===== src/rtl/period_meter.sv =====
// period_meter: counts clk cycles between rising edges of the asynchronous sig_in and
// delivers each period on a valid/ready output. `define GLITCH_FILTER_EN drops pulses < 3 cycles.
module period_meter #(
   parameter int WIDTH       = 32,
   parameter int SYNC_STAGES = 2
) (
   input  logic             clk,
   input  logic             counter_reset,
   input  logic             enable,
   input  logic             sig_in,
   output logic [WIDTH-1:0] meas_data,
   output logic             meas_valid,
   input  logic             meas_ready,
   output logic             meas_ovf,
   output logic             dropped,
   input  logic             dropped_clr
);

   localparam logic [WIDTH-1:0] CNT_MAX = '1;

   typedef enum logic {
      IDLE,
      ARMED
   } state_t;

   state_t                 state_q, state_d;
   logic [SYNC_STAGES-1:0] sync_q;
   logic                   s;
   logic                   edge_det;
   logic [WIDTH-1:0]       cnt_q, cnt_d;
   logic [WIDTH-1:0]       period;
   logic                   ovf_pend_q, ovf_pend_d;
   logic                   publish;
   logic                   slot_free;

   // NOTE: every clocked process uses non-blocking (<=) so all flops sample the same pre-edge values.
   always_ff @(posedge clk or posedge counter_reset) begin
      if (counter_reset) sync_q <= '0;
      else               sync_q <= {sync_q[SYNC_STAGES-2:0], sig_in};
   end

   assign s = sync_q[SYNC_STAGES-1];

`ifdef GLITCH_FILTER_EN
   logic [1:0] hist_q;
   logic       filt_q, filt_d;

   // The filtered level only follows s once s has matched its two previous samples.
   always_comb begin
      filt_d = filt_q;
      if (s == hist_q[0] && s == hist_q[1]) filt_d = s;
   end

   always_ff @(posedge clk or posedge counter_reset) begin
      if (counter_reset) begin
         hist_q <= '0;
         filt_q <= 1'b0;
      end else begin
         hist_q <= {hist_q[0], s};
         filt_q <= filt_d;
      end
   end

   assign edge_det = filt_d & ~filt_q;
`else
   logic s_prev_q;

   always_ff @(posedge clk or posedge counter_reset) begin
      if (counter_reset) s_prev_q <= 1'b0;
      else               s_prev_q <= s;
   end

   assign edge_det = s & ~s_prev_q;
`endif

   // NOTE: every signal written here gets a default first, so no path can infer a latch.
   always_comb begin
      state_d    = state_q;
      cnt_d      = cnt_q;
      ovf_pend_d = ovf_pend_q;
      publish    = 1'b0;
      period     = (cnt_q == CNT_MAX) ? CNT_MAX : cnt_q + WIDTH'(1);
      case (state_q)
         IDLE: begin
            cnt_d      = '0;
            ovf_pend_d = 1'b0;
            if (enable && edge_det) state_d = ARMED;
         end
         ARMED: begin
            if (!enable) begin
               state_d    = IDLE;
               cnt_d      = '0;
               ovf_pend_d = 1'b0;
            end else if (edge_det) begin
               publish    = 1'b1;
               cnt_d      = '0;
               ovf_pend_d = 1'b0;
            end else if (cnt_q != CNT_MAX) begin
               cnt_d = cnt_q + WIDTH'(1);
               if (cnt_d == CNT_MAX) ovf_pend_d = 1'b1;
            end
         end
         default: state_d = IDLE;
      endcase
   end

   always_ff @(posedge clk or posedge counter_reset) begin
      if (counter_reset) begin
         state_q    <= IDLE;
         cnt_q      <= '0;
         ovf_pend_q <= 1'b0;
      end else begin
         state_q    <= state_d;
         cnt_q      <= cnt_d;
         ovf_pend_q <= ovf_pend_d;
      end
   end

   // The output slot accepts a new period if empty or being emptied in this same cycle.
   assign slot_free = ~meas_valid | meas_ready;

   always_ff @(posedge clk or posedge counter_reset) begin
      if (counter_reset) begin
         meas_data  <= '0;
         meas_valid <= 1'b0;
         meas_ovf   <= 1'b0;
         dropped    <= 1'b0;
      end else begin
         if (publish && slot_free) begin
            meas_data  <= period;
            meas_ovf   <= ovf_pend_q;
            meas_valid <= 1'b1;
         end else if (meas_valid && meas_ready) begin
            meas_valid <= 1'b0;
         end

         if (publish && !slot_free) dropped <= 1'b1;
         else if (dropped_clr)      dropped <= 1'b0;
      end
   end

endmodule


===== config.mk =====
export PLATFORM = sky130hd
export DESIGN_NAME = period_meter
export DESIGN_NICKNAME = d
export VERILOG_FILES = /design/src/rtl/period_meter.sv
export SDC_FILE = /design/constraint.sdc
export NUM_CORES = 1
export LEC_CHECK = 0
export ABC_AREA = 1
export CORE_UTILIZATION = 49
export DETAILED_ROUTE_END_ITERATION = 10
export GPL_TIMING_DRIVEN = 0
export PLACE_DENSITY_LB_ADDON = 0.15
export SYNTH_ARGS = -nofsm -noshare
export SYNTH_HDL_FRONTEND = slang
export SYNTH_SLANG_ARGS = --single-unit

===== constraint.sdc =====
create_clock -name clk -period 6.8 [get_ports clk]
set_input_delay 1.02 -clock clk [delete_from_list [all_inputs] [get_ports clk]]
set_output_delay 1.02 -clock clk [all_outputs]
set_load 0.02 [all_outputs]

# Word-level counts from Yosys, hierarchy flattened
# Cells that the tools add are included.
[word_totals]
romBits = 0
mem_bits_rw = 0
out_inout_bits = 35
latchBits = 0
elab_cells = 48
register_bits = 72
mem_count = 0
[op_classes]
order_cmp = 0
n_shift = 0
bitwise = 5
n_reduce_logical = 8
n_div = 0
n_mux = 20
n_eq_ne = 5
add_sub_neg = 1
mul = 0
[op_table]
columns = ["op", "n"]
rows = [
  ["$mux 32", 4],
  ["$eq 32x32->1 const B", 2],
  ["$pmux 32 s2", 1],
  ["$add 32x1->32 const B", 1],
  ["$ne 32x32->1 const B", 1],
  ["$mux 1", 13],
  ["$ne 4x2->1 const B", 2],
  ["$logic_and 1x1->1", 4],
  ["$pmux 1 s2", 2],
  ["$reduce_bool 2->1", 2],
  ["$not 1->1", 3],
  ["$reduce_and 2->1", 1],
  ["$and 1x1->1", 1],
  ["$logic_not 1->1", 1],
  ["$or 1x1->1", 1],
]

# Depth between registers and ports, before layout
[logic_depth]
depth_word = 7
ltp_mapped = 13
mapped_depth_nobuf = 13

# Least setup slack after synthesis
# No wires, ideal clock.
[synth_path]
path_type = "input to register"
from = "input port enable"
to = "register meas_data[23]"
t_arrival_ps = 1940
path_buffers = 1
setup_ps = 80
slack_ps = 4780
cell_stages = 6
path_cell_list = "nand2_1 -> nor2_1 -> nand2_1 -> clkinv_1 -> buf_1 -> a2bb2oi_1"
[synth_via]
elab_chain_cells = 3
[synth_lines]
columns = ["item", "line", "text"]
rows = [
  ["start, declared", "9", "input logic enable,"],
  ["$mux 1", "90", "if (!enable) begin"],
  ["$mux 1", "83", "case (state_q)"],
  ["$logic_and 1x1->1", "129", "if (publish && slot_free) begin"],
  ["end signal, assigned", "130", "meas_data <= period;"],
  ["end, declared", "11", "output logic [WIDTH-1:0] meas_data,"],
]
# No other way between the ends.
# A chain may end at the register's enable or synchronous reset.

# Worst setup path in the final report
[layout_path]
from = "input port enable"
to = "register cnt_q[28]"
[layout_via]
elab_chain_cells = 2
[layout_lines]
columns = ["item", "line", "text"]
rows = [
  ["$mux 32", "90", ""],
  ["$pmux 32 s2", "83", ""],
  ["end signal, assigned", "114", "cnt_q <= cnt_d;"],
  ["end, declared", "30", "logic [WIDTH-1:0] cnt_q, cnt_d;"],
]
# Several ways; a longest one is shown, not always the timed one.

==> impl_results.md <==
- Post-CTS sizing: 0
- Highest Clock Rate: 366.7 MHz
- Crit. Startpoint: enable
- Min-Delay Path Class: flip-flop to flip-flop
- Synth Area in Compound Gates: 11.51%
- WP data required: 7070 ps
- Syn nets: 488
- Maxcap violations: 0
- Critical Path Fanout Max: 10
- Chip Width: 90.87 um
- Clock skew: approximately 11 ps
- Synth Area in Adders: 0.6466%
- Worst slew pin tran: 874.3 ps
- Post-CTS Setup Bufs: 0
- Post-Synthesis Cells: between 400 and 500
- Tcrit/Tclk final: about 40%
- Vias per Instance: 5.295
- R2R Path End: ovf_pend_q$_DFFE_PP0P_
- Num rows: 32
- Post-synth EDFFs: 0
- Number of global-route vias before repair: 3,121
- Height of the chip: between 90 and 100 um
- Post-placement cell area: 0.004400 mm^2
- DP HPWL: 7219 um
- Nets@finish: 539
- Total number of vias: 3,378
- Worst vdd ir: 0.1905 mV
- Setup TNS: 0 ps
- Crit path capture type: flip-flop
- CP endpoint: cnt_q[28]$_DFFE_PP0P_
- Die area: 0.008257 mm^2
- Mux share of post-synthesis cell area: 0%
- Clock Tree Root: clkbuf_8
- Status: finished clean
- Area share of xor/xnor cells in the synthesized design: less than 1%
- Boundary Pins: a little over 40
- Area delta synth->final: 20.01%
- Largest family of logic cells by synthesized area: simple AND/OR/NAND/NOR gates
- Pre-antenna DRT Iters: 5
- Routability Congestion: approximately 0.85
- Finished layout cell area: 0.004644 mm^2
- Largest net degree at the start of global routing: 73
- Routed len/inst: 15.21 um
- Post-Synth Simple-Gate Area: 33.98%
- Synth Register Bits: 72
- Clock buffer depth: 2
- Post-CTS Hold Fix Bufs: 0
- Initial core utilization: between 50% and 60%
- Ys async rst share: between 90% and 100%
- Register area share after synthesis: 46.56%
- Fin. max-slew vios: 0
- Syn Std Cell Area: between 0.003 and 0.004 mm^2
- Core ar.: 0.007687 mm^2
- Startpoint Class: input pin
- Crit Path Category: input pin to flip-flop
- Netlist cell types: 37
- Hold Fails Final Rpt: 0
- Setup violators final: 0
- CTS buffer count: 9
- Worst r2r src: cnt_q[1]$_DFFE_PP0P_
- PortBufs: 40
- CTS tree: done
- RSZ-0062 raised after global routing: no
- P_leak: 2.096 nW
- Ratio of cells with drive above 1 in the final layout: 11.75%
- DRC violations left: 0
- Sink Count: 72
- WP data arrival: between 2000 and 3000 ps
- PD cells: 240.3 mW/mm^2
- Ant diodes: 0
- DRT Wirelength: 9704 um
- Clock input transition at the sequential cells of the worst setup and hold paths: 80 ps
- Iter 0 DRT Violations: 305
- GRT Util Overall: 24.89%
- Internal reg-to-reg setup slack: 4670 ps
- First-pass GRT wire length: 15,850 um
- Predominant post-synthesis flop cell: dfrtp_1
- Antenna violations before repair: 0
- Reg2Reg Depth: 11
- H-tree levels: 3
- DRT antenna net count: 0
- Skew-Pair Late Insertion Delay: ~350 ps
- Final Critical Period: 2727 ps
- Slew margin rel.: 41.71%
- Total gr overflow: 0
- Ys Warns: 0
- Syn avg cell area: around 8.1 um^2
==> sequential cells by signal (all words and copies together), names as in the netlist <==
name / count
sync_q: 2
s_prev_q: 1
meas_data: 32
ovf_pend_q: 1
dropped: 1
meas_valid: 1
cnt_q: 32
meas_ovf: 1
state_q: 1
==> placed cells by master, fill, tap and decap left out, drive strengths merged <==
cell type,n
o21bai,1
nand4,7
o22a,5
nand3b,3
xor2,2
inv,56
dfrtp,72
nor2,73
ha,2
clkinv,3
nor3,3
and2,4
o21ai,15
a2bb2oi,17
clkdlybuf4s50,40
o22ai,1
bufinv,3
nand3,27
clkbuf,15
a31oi,2
nand2,163
buf,4
xnor2,1
a21oi,17
==> cell families (layout without fill, tap and decap cells) <==
kind of cell,count (synthesis),count (layout)
simple gates,280,280
flops,72,72
buf+inv,65,121
compound gates,58,58
xor+xnor,3,3
fa+ha+maj,2,2
==> layer usage <==
| layer | vias to the layer above | global-route usage [%] | routed length, um |
|---|---|---|---|
| li1 | 1629 | - | - |
| met2 | 127 | 35.98 | 4175 |
| met3 | 14 | 3.451 | 555 |
| met4 | 0 | 8.995 | 221 |
| met5 | - | 0 | 0 |
| met1 | 1608 | 38.00 | 4752 |
==> per-stage QoR <==
| stage | setup WS (ps) | util (%) | power, mW | std cells | hold WS [ps] |
|---|---|---|---|---|---|
| 3_5_place_dp | 3745 | 57.24 | 0.7076 | 622 | 340.5 |
| 3_3_place_gp | 2781 | 57.21 | 0.7051 | 622 | 335.4 |
| 6_report | 4073 | 60.42 | 1.116 | 638 | 358.0 |
| 4_1_cts | 4093 | 60.42 | 1.119 | 638 | 359.3 |
| 2_1_floorplan | 3955 | - | 0.6095 | 480 | 331.2 |
| 5_1_grt | 3990 | 60.42 | 1.150 | 638 | 373.0 |
==> how the worst min path moves through the flow <==
stage                              startpoint                   to  slack [ps]  depth (start not counted)
after floorplan           sync_q[0]$_DFF_PP0_  sync_q[1]$_DFF_PP0_         330                          0
after global placement    sync_q[0]$_DFF_PP0_  sync_q[1]$_DFF_PP0_         340                          0
after detailed placement  sync_q[0]$_DFF_PP0_  sync_q[1]$_DFF_PP0_         340                          0
after CTS                 sync_q[0]$_DFF_PP0_  sync_q[1]$_DFF_PP0_         360                          0
after global routing      sync_q[0]$_DFF_PP0_  sync_q[1]$_DFF_PP0_         370                          0
final                     sync_q[0]$_DFF_PP0_  sync_q[1]$_DFF_PP0_         360                          0
==> Yosys cell counts, types with 2 or more instances <==
cell / n / area [um^2]
nand2_1: 153 / 574.3
dfrtp_1: 72 / 1802
nor2_1: 58 / 217.7
inv_1: 51 / 191.4
nand3_1: 26 / 130.1
a21oi_1: 16 / 80.08
o21ai_0: 15 / 75.07
a2bb2oi_2: 10 / 150.1
nor2_4: 8 / 90.09
a2bb2oi_1: 7 / 61.31
nand2_2: 6 / 37.54
clkbuf_1: 5 / 18.77
nand4_1: 5 / 31.28
nor2_2: 5 / 31.28
o22a_1: 5 / 43.79
and2_1: 4 / 25.02
nand2_4: 4 / 45.04
inv_2: 3 / 11.26
nand3b_1: 3 / 22.52
a31oi_1: 2 / 12.51
buf_2: 2 / 10.01
ha_1: 2 / 25.02
nor2_8: 2 / 40.04
nor3_1: 2 / 10.01
xor2_1: 2 / 17.52
==> area by class of cell <==
cell class | instances | area (um^2)
Sequential cell | 72 | 1802
Tap cell | 102 | 127.6
Inverter | 56 | 215.2
Timing Repair Buffer | 40 | 400.4
Multi-Input combinational cell | 343 | 1812
Fill cell | 659 | 3043
Buffer | 9 | 43.79
Clock inverter | 6 | 116.4
Clock buffer | 10 | 127.6
==> power breakdown <==
group          internal (mW)  switching (mW)  total (mW)
Sequential             0.469          0.0277       0.497
Combinational          0.109          0.0933       0.202
Clock                  0.247           0.171       0.417
==> worst max-delay path, stage by stage <==
cell and delay, ps:
clkdlybuf4s50_1 510, nand2_1 100, nor2_1 470, inv_1 310, clkbuf_1 350, a21oi_1 220
Power figures use the tool's default switching activity.
